--- src/rtl/vend_pkg.sv ---
// vend_pkg: state encodings, coin constants and price/coin helpers for the vending controller
//   state_t  one-hot controller states
//   entry_t  cart entry {goods code, quantity}
//   coin_val value of coin bit i (bit0=1, 5, 10, 20, bit4=50)
//   coin_sum total value of a coin pulse vector
//   price    (10*hi + lo) * num
package vend_pkg;
  typedef enum logic [5:0] {
    ST_IDLE   = 6'b000001,
    ST_SELECT = 6'b000010,
    ST_PAY    = 6'b000100,
    ST_CHANGE = 6'b001000,
    ST_REFUND = 6'b010000,
    ST_DONE   = 6'b100000
  } state_t;
  typedef struct packed {
    logic [5:0] code;
    logic [1:0] num;
  } entry_t;
  localparam int COIN_N = 5;
  function automatic logic [6:0] coin_val(input int i);
    return i == 4 ? 7'd50 : i == 3 ? 7'd20 : i == 2 ? 7'd10 : i == 1 ? 7'd5 : 7'd1;
  endfunction
  function automatic logic [6:0] coin_sum(input logic [4:0] c);
    logic [6:0] s;
    s = '0;
    for (int i = 0; i < COIN_N; i++)
      if (c[i]) s = s + coin_val(i);
    return s;
  endfunction
  function automatic logic [7:0] price(input logic [2:0] hi, input logic [2:0] lo, input logic [1:0] n);
    return (8'(hi) * 8'd10 + 8'(lo)) * 8'(n);
  endfunction
endpackage

--- src/rtl/vend_change_disp.sv ---
// vend_change_disp: change register with greedy one-coin-per-step dispenser
//   clk, rst_n  clock, async active-low reset
//   load        overwrite change with load_val (also used to clear)
//   load_val    new change amount
//   step        dispense one coin this cycle if change is nonzero
//   change      change still owed
//   coin        1-cycle one-hot coin, same encoding as the coin inputs
module vend_change_disp import vend_pkg::*; #(
  parameter int MONEY_W = 10
) (
  input  logic               clk,
  input  logic               rst_n,
  input  logic               load,
  input  logic               step,
  input  logic [MONEY_W-1:0] load_val,
  output logic [MONEY_W-1:0] change,
  output logic [4:0]         coin
);
  logic [4:0]         pick;
  logic [MONEY_W-1:0] pick_val;
  // Ascending scan: the last coin that fits is the largest one
  always_comb begin
    pick = '0;
    pick_val = '0;
    for (int i = 0; i < COIN_N; i++)
      if (32'(change) >= 32'(coin_val(i))) begin
        pick = '0;
        pick[i] = 1'b1;
        pick_val = MONEY_W'(coin_val(i));
      end
  end
  always_ff @(posedge clk or negedge rst_n)
    if (!rst_n) begin
      change <= '0;
      coin <= '0;
    end else if (load) begin
      change <= load_val;
      coin <= '0;
    end else if (step && change != '0) begin
      change <= change - pick_val;
      coin <= pick;
    end else
      coin <= '0;
endmodule

--- src/rtl/vend_cart_ctrl.sv ---
// vend_cart_ctrl: multi-item cart vending controller with timeout, greedy change and vend dispatch
//   sys_clk, sys_rst_n            clock, async active-low reset
//   sys_Goods/Confirm/Cancel/Change  1-cycle key pulses (Cancel > Confirm > Goods)
//   in_money                      coin pulses {50,20,10,5,1}
//   type_SW_high/low, num_SW      current goods code and quantity
//   state_out                     one-hot state
//   need_money/input_money/change_money  cart total, money inserted, change owed
//   change_coin                   dispensed coin pulse
//   vend_valid/code/num           per-entry dispatch strobe and payload
//   cart_count, cart_full         cart occupancy
module vend_cart_ctrl import vend_pkg::*; #(
  parameter int MONEY_W     = 10,
  parameter int CART_DEPTH  = 4,
  parameter int TIMEOUT_CYC = 1000,
  parameter int AUTO_CHANGE = 0,
  parameter int DONE_CYC    = 16
) (
  input  logic               sys_clk,
  input  logic               sys_rst_n,
  input  logic               sys_Goods,
  input  logic               sys_Confirm,
  input  logic               sys_Cancel,
  input  logic               sys_Change,
  input  logic [4:0]         in_money,
  input  logic [2:0]         type_SW_high,
  input  logic [2:0]         type_SW_low,
  input  logic [1:0]         num_SW,
  output logic [5:0]         state_out,
  output logic [MONEY_W-1:0] need_money,
  output logic [MONEY_W-1:0] input_money,
  output logic [MONEY_W-1:0] change_money,
  output logic [4:0]         change_coin,
  output logic               vend_valid,
  output logic [5:0]         vend_code,
  output logic [1:0]         vend_num,
  output logic [2:0]         cart_count,
  output logic               cart_full
);
  localparam int MW1 = MONEY_W + 1;
  localparam int TW = $clog2((TIMEOUT_CYC > DONE_CYC ? TIMEOUT_CYC : DONE_CYC) + 1) + 1;
  state_t             state, state_nx;
  entry_t             cart [CART_DEPTH];
  entry_t             cur, disp_entry;
  logic [2:0]         dptr;
  logic [TW-1:0]      tmr;
  logic [MW1-1:0]     need_sum, input_sum;
  logic [MONEY_W-1:0] need_add, input_add, chg_val;
  logic               can_add, add, clr, load, pulse, tmo, done_exp, disp, step;
  assign cur = {type_SW_high, type_SW_low, num_SW};
  assign cart_full = 32'(cart_count) >= CART_DEPTH;
  assign can_add = num_SW != 2'd0 && !cart_full;
  assign need_sum = {1'b0, need_money} + MW1'(price(type_SW_high, type_SW_low, num_SW));
  assign need_add = need_sum[MONEY_W] ? '1 : need_sum[MONEY_W-1:0];
  assign input_sum = {1'b0, input_money} + MW1'(coin_sum(in_money));
  assign input_add = input_sum[MONEY_W] ? '1 : input_sum[MONEY_W-1:0];
  assign pulse = |in_money | sys_Goods | sys_Confirm | sys_Cancel | sys_Change;
  // Timeout fires on the TIMEOUT_CYC-th consecutive pulse-free PAY cycle
  assign tmo = TIMEOUT_CYC != 0 && !pulse && 32'(tmr) + 1 >= TIMEOUT_CYC;
  assign done_exp = 32'(tmr) + 1 >= DONE_CYC;
  assign disp = state == ST_CHANGE && dptr < cart_count;
  assign step = (state == ST_CHANGE || state == ST_REFUND) && (sys_Change || AUTO_CHANGE != 0);
  assign state_out = state;
  always_comb begin
    disp_entry = '0;
    for (int i = 0; i < CART_DEPTH; i++)
      if (dptr == 3'(i)) disp_entry = cart[i];
  end
  always_comb begin
    state_nx = state;
    add = 1'b0;
    clr = 1'b0;
    load = 1'b0;
    chg_val = '0;
    case (state)
      ST_IDLE:
        if (sys_Confirm) begin
          state_nx = ST_SELECT;
          clr = 1'b1;
        end
      ST_SELECT:
        if (sys_Cancel) begin
          state_nx = ST_IDLE;
          clr = 1'b1;
        end else if (sys_Confirm || sys_Goods) begin
          add = can_add;
          if (sys_Confirm && (can_add ? need_add : need_money) != '0) state_nx = ST_PAY;
        end
      ST_PAY:
        if (sys_Cancel || tmo) begin
          state_nx = ST_REFUND;
          load = 1'b1;
          chg_val = input_add;
        end else if (sys_Confirm && input_add >= need_money) begin
          state_nx = ST_CHANGE;
          load = 1'b1;
          chg_val = input_add - need_money;
        end
      ST_CHANGE: state_nx = change_money == '0 && !disp ? ST_DONE : ST_CHANGE;
      ST_REFUND: state_nx = change_money == '0 ? ST_DONE : ST_REFUND;
      ST_DONE:
        if (sys_Confirm) begin
          state_nx = ST_SELECT;
          clr = 1'b1;
        end else if (done_exp)
          state_nx = ST_IDLE;
      default: state_nx = ST_IDLE;
    endcase
  end
  always_ff @(posedge sys_clk or negedge sys_rst_n)
    if (!sys_rst_n) state <= ST_IDLE;
    else state <= state_nx;
  always_ff @(posedge sys_clk or negedge sys_rst_n)
    if (!sys_rst_n) begin
      need_money <= '0;
      input_money <= '0;
      cart_count <= '0;
      dptr <= '0;
      tmr <= '0;
      vend_valid <= 1'b0;
      vend_code <= '0;
      vend_num <= '0;
      for (int i = 0; i < CART_DEPTH; i++) cart[i] <= '0;
    end else begin
      tmr <= (state_nx != state || (state == ST_PAY && pulse)) ? '0 : tmr + 1'b1;
      vend_valid <= disp;
      if (disp) begin
        vend_code <= disp_entry.code;
        vend_num <= disp_entry.num;
        dptr <= dptr + 3'd1;
      end
      if (clr) begin
        need_money <= '0;
        input_money <= '0;
        cart_count <= '0;
        dptr <= '0;
      end else begin
        if (add) begin
          need_money <= need_add;
          cart_count <= cart_count + 3'd1;
          for (int i = 0; i < CART_DEPTH; i++)
            if (cart_count == 3'(i)) cart[i] <= cur;
        end
        if (state == ST_PAY) input_money <= input_add;
      end
    end
  vend_change_disp #(.MONEY_W(MONEY_W)) u_chg (
    .clk      (sys_clk),
    .rst_n    (sys_rst_n),
    .load     (load | clr),
    .step     (step),
    .load_val (chg_val),
    .change   (change_money),
    .coin     (change_coin)
  );
endmodule
--- config.mk ---
export PLATFORM = sky130hd
export DESIGN_NAME = vend_cart_ctrl
export DESIGN_NICKNAME = d
export VERILOG_FILES = /design/src/rtl/vend_pkg.sv /design/src/rtl/vend_change_disp.sv /design/src/rtl/vend_cart_ctrl.sv
export SDC_FILE = /design/constraint.sdc
export NUM_CORES = 1
export LEC_CHECK = 0
export ABC_CLOCK_PERIOD_IN_PS = 5200
export BUFFER_PORTS_ARGS = -buffer_cell sky130_fd_sc_hd__buf_2
export CAP_MARGIN = 5
export CORE_ASPECT_RATIO = 1.1
export CORE_MARGIN = 3
export CORE_UTILIZATION = 40
export CTS_BUF_LIST = sky130_fd_sc_hd__clkbuf_8
export DETAILED_ROUTE_END_ITERATION = 7
export PLACE_DENSITY = 0.67
export SYNTH_ARGS = -nofsm -noshare
export SYNTH_HDL_FRONTEND = slang
export SYNTH_SLANG_ARGS = --single-unit
--- constraint.sdc ---
create_clock -name sys_clk -period 5.2 [get_ports sys_clk]
set_clock_uncertainty 0.05 [all_clocks]
set_input_delay 0.26 -clock sys_clk [delete_from_list [all_inputs] [get_ports sys_clk]]
set_output_delay 0.26 -clock sys_clk [all_outputs]
set_load 0.1 [all_outputs]
### Yosys cells after proc, flatten, opt, wreduce, memory -nomap -nowiden

Cells that the tools add are included.

| word-level totals | value |
|---|---|
| register bits after elaboration | 99 |
| input port bits | 19 |
| word-level logic and storage cells | 153 |
| output and inout bits | 54 |

| operators by class | value |
|---|---|
| eq/ne operators | 13 |
| add/sub/neg operators | 13 |
| multiplexer cells | 58 |
| $mul | 2 |
| bitwise logic cells | 6 |
| $lt $le $gt $ge | 10 |
| reductions and logical operators | 32 |

Operator list:

| operator | count |
|---|---|
| $mux 10 | 12 |
| $mux 6 | 11 |
| $pmux 6 s6 | 1 |
| $mux 5 | 7 |
| $ge 32x10->1 const B | 1 |
| $mux 8 | 4 |
| $mux 7 | 4 |
| $reduce_bool 10->1 | 2 |
| $mux 3 | 5 |
| $add 11x1->12 const B | 1 |
| $eq 3x2->1 const B | 4 |
| $ge 12x5->1 const B | 1 |
| $reduce_and 3->1 | 4 |
| $add 10x7->11 | 1 |
| $add 10x8->11 | 1 |
| $add 11x1->11 const B | 1 |
| $mux 1 | 11 |
| $mux 11 | 1 |
| $ge 10x1->1 const B | 1 |
| $ge 10x10->1 | 1 |
| $ge 10x3->1 const B | 1 |
| $ge 10x4->1 const B | 1 |
| $ge 10x5->1 const B | 1 |
| $ge 10x6->1 const B | 1 |
| 32 further kinds | 56 |

### Logic depth before layout (Yosys ltp)

Gate-level depths: netlist of the first run.

| depth | value |
|---|---|
| depth after elaboration | 19 |
| mapped depth | 28 |
| depth with buffers taken out | 27 |

### Modules after synthesis

From an unflattened synthesis of the first run, not the netlist that was laid out.

| unflattened totals | value |
|---|---|
| cells, all modules | 877 |
| area, all modules | 7609.8 sq um |

Modules (own cells, without submodules):

| module | cells an instance | sequential area each (sq um) | times used | area an instance (sq um) |
|---|---|---|---|---|
| vend_cart_ctrl | 757 | 2103.3 | 1 | 6566.3 |
| vend_change_disp | 120 | 375.4 | 1 | 1043.5 |

### Least setup slack after synthesis of the first run

No wires, ideal clock.

| timing path | value |
|---|---|
| path kind | input to register |
| start | input port in_money[0] |
| end | register u_chg.change[5] |
| buffers on the path | 1 |
| slack | -0.231 ns |
| arrival | 5.255 ns |
| data required time | 5.024 ns |
| setup time | 0.126 ns |
| stages on the path | 28 |
| cells stage by stage | inv_1 ha_1 nand2_1 o21a_1 inv_1 ha_1 mux2i_1 nor3_1 nand2b_1 xnor2_1 o21ai_0 ha_1 o21ai_0 nor2_1 o31a_1 o21ai_1 nand2_1 mux2_2 ha_1 and2_1 o21ai_0 a31o_2 a31oi_1 inv_1 a32oi_2 buf_6 a21oi_1 o32a_1 |

| between the ends | value |
|---|---|
| longest elaborated chain between the ends | 18 |
| elaborated cells on any way between the ends | 31 |
| those cells by class | 6 x add/sub; 1 x order compare; 13 x mux; 5 x bitwise; 6 x reduce/logical |

Ends and longest elaborated chain:

| what | line | source |
|---|---|---|
| start, declared | vend_cart_ctrl.sv:24 | `input logic [4:0] in_money,` |
| $mux 1 | vend_pkg.sv:28 | `if (c[i]) s = s + coin_val(i);` |
| $add 7x3->7 | vend_pkg.sv:28 |  |
| $mux 7 | vend_pkg.sv:28 |  |
| $add 7x4->7 | vend_pkg.sv:28 |  |
| $mux 7 | vend_pkg.sv:28 |  |
| $add 7x5->7 | vend_pkg.sv:28 |  |
| $mux 7 | vend_pkg.sv:28 |  |
| $add 7x6->7 | vend_pkg.sv:28 |  |
| [... 2 more ...] | - |  |
| $mux 10 | vend_cart_ctrl.sv:55 | `assign input_add = input_sum[MONEY_W] ? '1 : input_sum[MONEY_W-1:0];` |
| $ge 10x10->1 | vend_cart_ctrl.sv:93 | `end else if (sys_Confirm && input_add >= need_money) begin` |
| $logic_and 1x1->1 | vend_cart_ctrl.sv:93 |  |
| $mux 1 | vend_cart_ctrl.sv:93 |  |
| $mux 1 | vend_cart_ctrl.sv:89 | `if (sys_Cancel \|\| tmo) begin` |
| $mux 1 | vend_cart_ctrl.sv:74 | `case (state)` |
| $or 1x1->1 | vend_cart_ctrl.sv:149 | `.load (load \| clr),` |
| $mux 10 / $reduce_bool 2->1 (equally long branches) | - |  |
| end signal, assigned | vend_change_disp.sv:37 | `change <= load_val;` |
| end signal, assigned | vend_change_disp.sv:40 | `change <= change - pick_val;` |
| end, declared | vend_change_disp.sv:16 | `output logic [MONEY_W-1:0] change,` |

Parallel ways exist; a longest one is shown, timed or not.
A chain may end at the register's enable or synchronous reset.

### Worst setup path in the final report of the first run

| timing path | value |
|---|---|
| start | input port in_money[0] |
| end | register u_chg.change[7] |

The elaborated chain is that of the path after synthesis.

==> run_results.csv, run 1 <==
group,metric,value,unit
status,outcome,"complete, no violations",
pwr,power.density,395,mW/mm^2
sta,setup_viol_count_final,0,
yosys,synth_simple_gate_area_share,19.4,%
yosys,synth-seq-cells,99,
routing,vias,6249,
floorplanning,initial_utilization,41.0,%
routing,wl,18.0,mm
grt,overflow,0,
sta,rsz0062_at_grt,"no",
pwr,power.internal,1.73,mW
layout,design_area,0.00828,mm^2
layout,layout.cells.non_filler,1142,
clock_network,tritoncts,"built",
pwr,pwr-share-seq,30.4,%
routing,wl_per_cell,15.8,um
yosys,synth-xor-area-share,5.29,%
worst_setup_path,worst_ep_arrival_time,5150,ps
pwr,p_leak,3.99,nW
yosys,synth_top_family_by_area,"compound AO/OA/AOI/OAI gates",
pwr,ir_worst_vdd,0.000291,V
worst_setup_path,reg2reg_depth,16,
sta,period_needed,4930,ps
floorplanning,die_area,0.0199,mm^2
pwr,power_switching,1.54,mW
sta,worstMarginPinSlew,1170,ps
clock_network,cts_max_level,3,
worst_setup_path,end_kind,"flop",
yosys,synthFlopType,"dfrtp_1",
yosys,synth_mux_area_share,4.72,%
clock_network,clk_pin_slew,110,ps
hold_path,whs_path_depth,2,
routing,vias_per_cell,5.47,
pwr,combPwrFrac,53.0,%
place,placed_area,0.00803,mm^2
clock_network,clockRootBuffer,"clkbuf_8",
worst_setup_path,worstSetupPathType,"in -> reg",
place,portBuffers,72,
floorplanning,core_area,0.0178,mm^2
routing,drc,0,
routing,drtIter0Drc,288,
worst_setup_path,slowest_delay,360,ps
clock_network,cts_made_buffers,9,
yosys,synthCells,821,
worst_setup_path,worst_path_most_repeated_cell,"ha_1",
yosys,synth_area,0.00729,mm^2
sta,finalCritPeriodShare,94.7,%
layout,nets,988,
yosys,synth.avg_cell_area,8.88,um^2
job,drv_cap,0,
clock_network,clock_path_buffers,2,
clock_network,clock_latency,390,ps
place,place_inst,1125,
layout,final_core_util,46.5,%
sta,drv_slew,0,
yosys,synth_warnings,0,
yosys,synth-compound-area-share,19.6,%
clock_network,cts.sink_count,99,
pwr,power_switching_share,47.1,%
grt,grt_pass1_vias,5871,
layout,area_growth,13.6,%
place,gp_congestion,0.900,
layout,nFillCells,1751,
clock_network,cts_setup_buffers,0,
worst_setup_path,worstPathRequired,5430,ps
sta,max_freq,203,MHz
worst_setup_path,crit_slowest_cell,"mux2_2",
floorplanning,num_rows,51,
yosys,synth.distinct_cells,72,
grt,grt_pass1_wl,29.6,mm
yosys,synth-seq-area-share,34.0,%
place,hpwlAfterDp,14.0,mm
yosys,synth_top_area_share,33.6,%
grt,track_usage,18.3,%
worst_setup_path,crit_fanout,6,
sta,maxSlewHeadroom,21.8,%
yosys,async_reset_ff_share,100,%
worst_setup_path,crit_path_start_kind,"input port",
yosys,synthAdderAreaFrac,12.6,%
pwr,p_clk_share,16.6,%
sta,layout_setup_ws,274,ps
grt,antenna_found_initial,0,
yosys,synth_edf_count,0,
hold_path,hold_path.class,"in -> reg",
floorplanning,io_pins,73,
sta,hold_slack,131,ps
routing,ant_nets,0,
yosys,synthTopCellsByArea,"dfrtp_1 (34%), ha_1 (11%), mux2_2 (4.2%), nor2_1 (3.8%), nand2_1 (3.7%)",
place,pre_cts_slack,-112,ps
layout,drive_above_1_share,17.5,%
sta,hold_viol_final,0,
grt,grt_max_degree,59,
routing,first_pass_iters,5,
yosys,yosysTopAreaCell,"dfrtp_1",
yosys,synth_nets,910,
layout,antenna_cells,0,
floorplanning,die_x,135,um
floorplanning,die_h,148,um
[cells in the mapped netlist (4+ instances only)]
cell	count
dfrtp_1	98
nor2_1	73
nand2_1	71
ha_1	64
o21ai_0	51
inv_1	48
a21oi_1	47
mux2_2	27
xnor2_1	27
clkbuf_1	24
nand3_1	24
nor2b_1	20
xor2_1	17
a22oi_1	16
nand2b_1	14
nor3_1	14
a21o_1	13
and2_1	12
and3_1	10
nor4_1	10
o21a_1	10
a31oi_1	9
nand4_1	9
a211oi_1	7
o22ai_1	7
fa_1	6
or3_1	6
a22o_1	4
mux2i_1	4
nand4b_1	4
o211ai_1	4
or2_2	4
[area by class of cell]
type	instances	area [um^2]	share of cell area, %
tap	238	298	3.60
clock inverter	7	87.6	1.06
clock buffer	9	124	1.50
timing repair buffer	98	561	6.77
inverter	48	180	2.18
multi-input combinational	643	4550	55.0
sequential	99	2480	29.9
[flip-flops by register name (all words and copies together) (netlist names)]
register / flops
vend_valid: 1
state_out: 6
dptr: 3
input_money: 10
u_chg.change: 10
vend_num: 2
u_chg.coin: 5
need_money: 10
cart: 32
cart_count: 3
tmr: 11
vend_code: 6
[cells in the final DEF, fill, tap and decap left out, types with 6 or more instances in the layout]
cell type and instances:
nor2_1 73, ha_1 64, nand4_1 9, a211oi_1 7, o21ai_0 51, fa_1 6
buf_4 26, nor2b_1 20, nand3_1 24, a21o_1 13, nor4_1 10, nand2b_1 14
clkbuf_8 9, buf_2 71, a31oi_1 8, or3_1 6, and3_1 10, inv_1 48
nor3_1 13, and2_1 11, nand2_1 71, xor2_1 17, a22oi_1 16, xnor2_1 27
mux2_2 27, dfrtp_1 98, a21oi_1 47, o22ai_1 7, o21a_1 10
[worst paths after layout]
kind | slack [ps] | start | end
worst max register to register | 820 | input_money[0]$_DFFE_PN0P_ | u_chg.change[7]$_DFFE_PN0P_
worst min register to register | 440 | cart[14]$_DFFE_PN0P_ | cart[14]$_DFFE_PN0P_
max in group asynchronous | 3620 | sys_rst_n | tmr[9]$_DFF_PN0_
worst min-delay path | 130 | type_SW_low[1] | cart[11]$_DFFE_PN0P_
worst max-delay path | 270 | in_money[0] | u_chg.change[7]$_DFFE_PN0P_
min in group asynchronous | 340 | sys_rst_n | vend_num[1]$_DFFE_PN0P_
[routing by layer]
layer	global-route usage (%)	wire, um	up-vias	share of wire, %
met5	0	0	-	0
met4	4.63	218	0	1.2
met3	3.57	850	14	4.7
met2	31.0	8830	132	49
met1	24.1	8140	2981	45
li1	-	-	3122	-
[cells by family after synthesis]
group	count (synthesis)
buf+inv	79
simple gates	284
xor+xnor	44
fa+ha+maj	70
flops	99
mux	31
compound gates	214
[critical path, delay by kind of cell]
kind	cells	cell delay [ps]
AO/OA/AOI/OAI	13	2320
adder cells (fa/ha/maj)	4	1100
multiplexers	2	610
AND/OR/NAND/NOR	3	430
buffers and inverters	4	290
XOR/XNOR	1	140
[power by group through the flow]
stage | Clock [mW] | Sequential, mW | Combinational, mW
2_1_floorplan | 0 | 1.30 | 1.01
3_3_place_gp | 0 | 1.01 | 1.69
3_5_place_dp | 0 | 1.01 | 1.71
4_1_cts | 0.562 | 0.994 | 1.72
5_1_grt | 0.590 | 1.01 | 1.90
6_report | 0.542 | 0.996 | 1.73
[stage by stage]
step / TNS (ps) / power [mW]
2_1_floorplan: 0 / 2.31
3_3_place_gp: -10.4 / 2.70
3_5_place_dp: -1480 / 2.72
4_1_cts: 0 / 3.27
5_1_grt: 0 / 3.50
6_report: 0 / 3.27
[timing repair]
| item | CTS | global route |
|---|---|---|
| hold buffers | 1 | 0 |
| endpoints found under the hold margin | 41 | 0 |
| gates resized for setup | 0 | 5 |
| setup endpoints to repair | 0 | 18 |
No activity file was read; power rests on OpenSTA's default activity.
==> run 2, diff against run 1 <==
--- a/config.mk
+++ b/config.mk
@@ -8,12 +8,11 @@
 export ABC_CLOCK_PERIOD_IN_PS = 5200
 export BUFFER_PORTS_ARGS = -buffer_cell sky130_fd_sc_hd__buf_2
 export CAP_MARGIN = 5
-export CORE_ASPECT_RATIO = 1.1
 export CORE_MARGIN = 3
 export CORE_UTILIZATION = 40
 export CTS_BUF_LIST = sky130_fd_sc_hd__clkbuf_8
 export DETAILED_ROUTE_END_ITERATION = 7
-export PLACE_DENSITY = 0.67
+export PLACE_DENSITY = 0.56
 export SYNTH_ARGS = -nofsm -noshare
 export SYNTH_HDL_FRONTEND = slang
 export SYNTH_SLANG_ARGS = --single-unit
==> run_results.csv, run 2 (same netlist as run 1, synthesis figures left out) <==
group,metric,value,unit
status,outcome,"complete, no violations",
routing,wl,18.9,mm
routing,ant_nets,0,
routing,drc,0,
pwr,p_leak,4.11,nW
layout,final_cell_mix,"dfrtp_1 (98), nor2_1 (73), nand2_1 (71), buf_2 (71), ha_1 (64)",
layout,nets,1010,
worst_setup_path,slowest_delay,360,ps
layout,antenna_cells,0,
layout,final_common_cell,"dfrtp_1",
floorplanning,io_pins,73,
floorplanning,die_x,141,um
floorplanning,num_rows,48,
floorplanning,die_area,0.0199,mm^2
routing,drtIter0Drc,343,
clock_network,clock_path_buffers,2,
sta,finalCritPeriodShare,95.7,%
hold_path,hold_path.class,"in -> reg",
routing,wl_per_cell,16.4,um
sta,period_needed,4980,ps
floorplanning,die_h,141,um
floorplanning,core_area,0.0176,mm^2
place,placed_area,0.00818,mm^2
grt,grt_pass1_wl,31.7,mm
layout,largest_register_ffs,32,
grt,overflow,0,
layout,multi_input_area,0.00454,mm^2
worst_setup_path,worst_path_most_repeated_cell,"ha_1",
pwr,ir_worst_vdd,0.000437,V
clock_network,clock_latency,400,ps
layout,nFillCells,1775,
routing,vias,6374,
grt,antenna_found_initial,0,
clock_network,cts_max_level,3,
worst_setup_path,end_kind,"flop",
clock_network,clockRootBuffer,"clkbuf_8",
clock_network,cts_setup_buffers,0,
hold_path,min_from,"type_SW_low[1]",
clock_network,clk_pin_slew,130,ps
routing,vias_per_cell,5.54,
sta,maxSlewHeadroom,45.2,%
grt,track_usage,19.5,%
layout,drive_above_1_share,19.7,%
place,gp_congestion,0.832,
sta,hold_viol_final,0,
layout,regMostFlops,"cart",
sta,setup_viol_count_final,0,
layout,regArea,0.00248,mm^2
worst_setup_path,crit_fanout,8,
layout,area_growth,15.7,%
clock_network,cts.sink_count,99,
worst_setup_path,worstSetupPathType,"in -> reg",
layout,top_regs,"cart: 32 flops, tmr: 11 flops",
layout,final_core_util,47.9,%
grt,grt_pass1_vias,6085,
clock_network,tritoncts,"built",
worst_setup_path,crit_path_start_kind,"input port",
place,hpwlAfterDp,14.5,mm
floorplanning,initial_utilization,41.4,%
sta,drv_slew,0,
worst_setup_path,crit_slowest_cell,"mux2_2",
layout,design_area,0.00843,mm^2
pwr,power.density,392,mW/mm^2
place,portBuffers,72,
sta,rsz0062_at_grt,"yes",
sta,max_freq,201,MHz
grt,grt_max_degree,61,
job,drv_cap,0,
worst_setup_path,worstPathRequired,5430,ps
clock_network,cts_made_buffers,9,
worst_setup_path,cp-startpoint,"in_money[0]",
sta,worstMarginPinSlew,819,ps
worst_setup_path,worst_ep_arrival_time,5210,ps
routing,first_pass_iters,5,
worst_setup_path,regToRegStartpoint,"input_money[0]$_DFFE_PN0P_",
sta,hold_slack,123,ps
==> run 2: power by group <==
group          total, mW  switching (mW)  internal (mW)
combinational       1.78            1.12          0.666
clock              0.527           0.332          0.196
sequential         0.998           0.135          0.862
==> run 2: path summary, 6_finish.rpt <==
kind	end	slack [ps]	cells after the start
max	u_chg.change[6]$_DFFE_PN0P_	220	28
min	cart[3]$_DFFE_PN0P_	120	2
max reg2reg	u_chg.change[6]$_DFFE_PN0P_	830	18
min reg2reg	cart[12]$_DFFE_PN0P_	440	2
max in group asynchronous	state_out[0]$_DFF_PN1_	3580	3
min in group asynchronous	u_chg.coin[1]$_DFF_PN0_	420	2
==> run 2: metrics by stage <==
stage	setup slack, ps	power, mW	setup TNS (ps)	std cells
after floorplan	6.76	2.31	0	821
after CTS	211	3.31	0	1151
after global placement	-113	2.77	-538	1134
after detailed placement	-202	2.77	-2300	1134
final	224	3.31	0	1151
after global routing	-45.2	3.57	-123	1151
==> run 2: repair_timing <==
item	CTS	global route
hold buffers	1	0
endpoints found under the hold margin	59	0
resized for setup	0	10
setup endpoints to repair	0	18
==> run 2: area by class of cell <==
class	instances	area share, %
Multi-Input combinational cell	643	53.9
Sequential cell	99	29.4
Clock buffer	9	1.47
Timing Repair Buffer	120	8.65
Inverter	48	2.14
Tap cell	225	3.34
Clock inverter	7	1.11
==> run 2: metal layers <==
| metal | global-route usage [%] | share of wire (%) | wire [um] |
|---|---|---|---|
| met3 | 3.09 | 4.2 | 790 |
| met1 | 28.3 | 49 | 9320 |
| met2 | 30.8 | 45 | 8570 |
| met4 | 4.44 | 0.96 | 182 |
| met5 | 0 | 0 | 0 |
==> run 2: critical path: cells and delay by family <==
| kind | cells | cell delay [ps] |
|---|---|---|
| AO/OA/AOI/OAI | 11 | 1750 |
| buffers and inverters | 6 | 640 |
| adder cells (fa/ha/maj) | 4 | 1110 |
| multiplexers | 2 | 590 |
| XOR/XNOR | 1 | 140 |
| AND/OR/NAND/NOR | 4 | 740 |
==> run 3, diff against run 2 <==
--- a/config.mk
+++ b/config.mk
@@ -5,6 +5,7 @@
 export SDC_FILE = /design/constraint.sdc
 export NUM_CORES = 1
 export LEC_CHECK = 0
+export ABC_AREA = 1
 export ABC_CLOCK_PERIOD_IN_PS = 5200
 export BUFFER_PORTS_ARGS = -buffer_cell sky130_fd_sc_hd__buf_2
 export CAP_MARGIN = 5
==> run_results.csv, run 3 <==
group,metric,value,unit
routing,wl_per_cell,14.1,um
worst_setup_path,reg2reg_setup_slack,860,ps
floorplanning,io_pins,73,
yosys,yosysTopAreaCell,"dfrtp_1",
worst_setup_path,worst_ep_arrival_time,4860,ps
clock_network,cts.sink_count,99,
place,placed_area,0.00791,mm^2
clock_network,clockRootBuffer,"clkbuf_8",
place,hpwlAfterDp,14.4,mm
grt,overflow,0,
layout,drive_above_1_share,11.7,%
layout,antenna_cells,0,
routing,vias,6528,
clock_network,cts_setup_buffers,0,
yosys,async_reset_ff_share,100,%
worst_setup_path,slowest_delay,340,ps
yosys,synth_edf_count,0,
floorplanning,num_rows,48,
worst_setup_path,crit_slowest_cell,"ha_1",
layout,final_common_cell,"nand2_1",
yosys,synth_top_area_share,33.7,%
sta,setup_viol_count_final,0,
layout,final_cell_mix,"nand2_1 (238), inv_1 (134), nor2_1 (115)",
yosys,synth.avg_cell_area,7.22,um^2
grt,track_usage,19.3,%
hold_path,hold_path.class,"in -> reg",
worst_setup_path,endpoint,"u_chg.change[7]$_DFFE_PN0P_",
yosys,synth.distinct_cells,46,
sta,hold_viol_final,0,
layout,largest_register_ffs,32,
routing,drtIter0Drc,390,
routing,vias_per_cell,4.98,
sta,max_freq,216,MHz
floorplanning,die_h,141,um
layout,design_area,0.00814,mm^2
worst_setup_path,worst_path_most_repeated_cell,"inv_1",
grt,grt_pass1_vias,6303,
yosys,yosys-top-cells-count,"nand2_1 (238), inv_1 (134), nor2_1 (116)",
sta,finalCritPeriodShare,89.0,%
worst_setup_path,timing.rr.end,"u_chg.change[9]$_DFFE_PN0P_",
layout,nets,1171,
sta,period_needed,4630,ps
sta,maxSlewHeadroom,20.2,%
worst_setup_path,worstPathRequired,5430,ps
clock_network,clock_path_buffers,2,
yosys,yosys.cell_count.top_type,"nand2_1",
routing,first_pass_iters,5,
yosys,synth-seq-area-share,34.0,%
routing,drc,0,
worst_setup_path,cp-startpoint,"in_money[0]",
worst_setup_path,reg2reg_depth,21,
floorplanning,initial_utilization,41.5,%
yosys,synth_nets,1098,
pwr,power.density,417,mW/mm^2
place,portBuffers,72,
sta,rsz0062_at_grt,"no",
pwr,ir_worst_vdd,0.000281,V
clock_network,cts_made_buffers,9,
floorplanning,die_area,0.0199,mm^2
layout,regMostFlops,"cart",
sta,worstMarginPinSlew,1190,ps
worst_setup_path,end_kind,"flop",
clock_network,clk_pin_slew,130,ps
pwr,p_leak,4.37,nW
pwr,total_power,3.39,mW
grt,antenna_found_initial,0,
job,drv_cap,0,
worst_setup_path,crit_fanout,17,
floorplanning,core_area,0.0175,mm^2
yosys,synthCells,1009,
yosys,synth-seq-cells,99,
yosys,synthFlopType,"dfrtp_1",
layout,area_growth,11.7,%
worst_setup_path,worstSetupPathType,"in -> reg",
layout,top_regs,"cart: 32 flops, tmr: 11 flops",
status,outcome,"complete, no violations",
layout,nFillCells,1889,
yosys,synth_warnings,0,
grt,grt_max_degree,61,
sta,setup-tns-final,0,ps
place,gp_congestion,0.897,
routing,wl,18.5,mm
floorplanning,die_x,141,um
yosys,synthTopCellsByArea,"dfrtp_1 (34%), nand2_1 (12%), ha_1 (11%), inv_1 (6.9%), o21ai_0 (6.7%)",
clock_network,cts_max_level,3,
routing,ant_nets,0,
worst_setup_path,regToRegStartpoint,"input_money[0]$_DFFE_PN0P_",
clock_network,clock_latency,390,ps
grt,grt_pass1_wl,31.5,mm
sta,drv_slew,0,
clock_network,tritoncts,"built",
yosys,synth_area,0.00728,mm^2
worst_setup_path,crit_path_start_kind,"input port",
-- run 3: metal layers --
metal | global-route usage [%] | vias up | wire [um]
met5 | 0 | - | 0
met4 | 4.79 | 0 | 262
met3 | 2.65 | 17 | 486
met2 | 30.9 | 82 | 8300
met1 | 27.9 | 2988 | 9450
li1 | - | 3441 | -
-- run 3: what timing repair did --
action,4_1_cts,5_1_grt
gates resized for setup,0,1
hold buffers,1,0
endpoints found under the hold margin,39,0
setup endpoints to repair,0,4
-- run 3: layout make-up --
type / count / area [um^2] / area share, %
Sequential cell: 99 / 2480 / 30.5
Multi-Input combinational cell: 751 / 4190 / 51.5
Clock buffer: 9 / 124 / 1.52
Tap cell: 225 / 282 / 3.46
Clock inverter: 7 / 88.8 / 1.09
Inverter: 140 / 526 / 6.46
Timing Repair Buffer: 81 / 445 / 5.48
-- run 3: cell families (layout without fill, tap and decap cells) --
logic type | after synthesis | in the layout | share of synthesized area, %
AO/OA/AOI/OAI | 180 | 180 | 13.7
XOR/XNOR | 33 | 33 | 3.97
adder cells (fa/ha/maj) | 70 | 70 | 12.6
buffers and inverters | 159 | 237 | 8.44
flip-flops | 99 | 99 | 34.0
AND/OR/NAND/NOR | 468 | 468 | 27.2
-- run 3: power breakdown --
group          internal (mW)  leakage [nW]  total, mW  switching [mW]
combinational          0.563          2.92       1.84            1.28
sequential             0.889          1.35       1.01           0.122
clock                  0.198         0.107      0.537           0.340
-- run 3: stage by stage --
| step | setup WS, ps | util [%] | hold WS [ps] | instances |
|---|---|---|---|---|
| floorplan | 647 | - | -85.6 | 1009 |
| global placement | 225 | 45.1 | 238 | 1295 |
| detailed placement | 202 | 45.1 | 242 | 1295 |
| CTS | 612 | 46.4 | 164 | 1312 |
| global route | 75.6 | 46.4 | 168 | 1312 |
| finish | 571 | 46.4 | 175 | 1312 |
-- run 3: critical path, delay by kind of cell --
family,cells,cell delay (ps)
simple gates,9,960
xor+xnor,2,320
buf+inv,8,660
fa+ha+maj,5,1260
compound gates,9,1400
-- run 3: worst min path at each step --
stage / start / end / slack, ps / cells after the start
global route: type_SW_low[1] / cart[11]$_DFFE_PN0P_ / 170 / 3
floorplan: sys_rst_n / cart[0]$_DFFE_PN0P_ / -90 / 0
finish: type_SW_high[0] / cart[13]$_DFFE_PN0P_ / 170 / 3
detailed placement: sys_rst_n / need_money[8]$_DFFE_PN0P_ / 240 / 1
global placement: sys_rst_n / need_money[8]$_DFFE_PN0P_ / 240 / 1
CTS: type_SW_low[1] / cart[3]$_DFFE_PN0P_ / 160 / 3
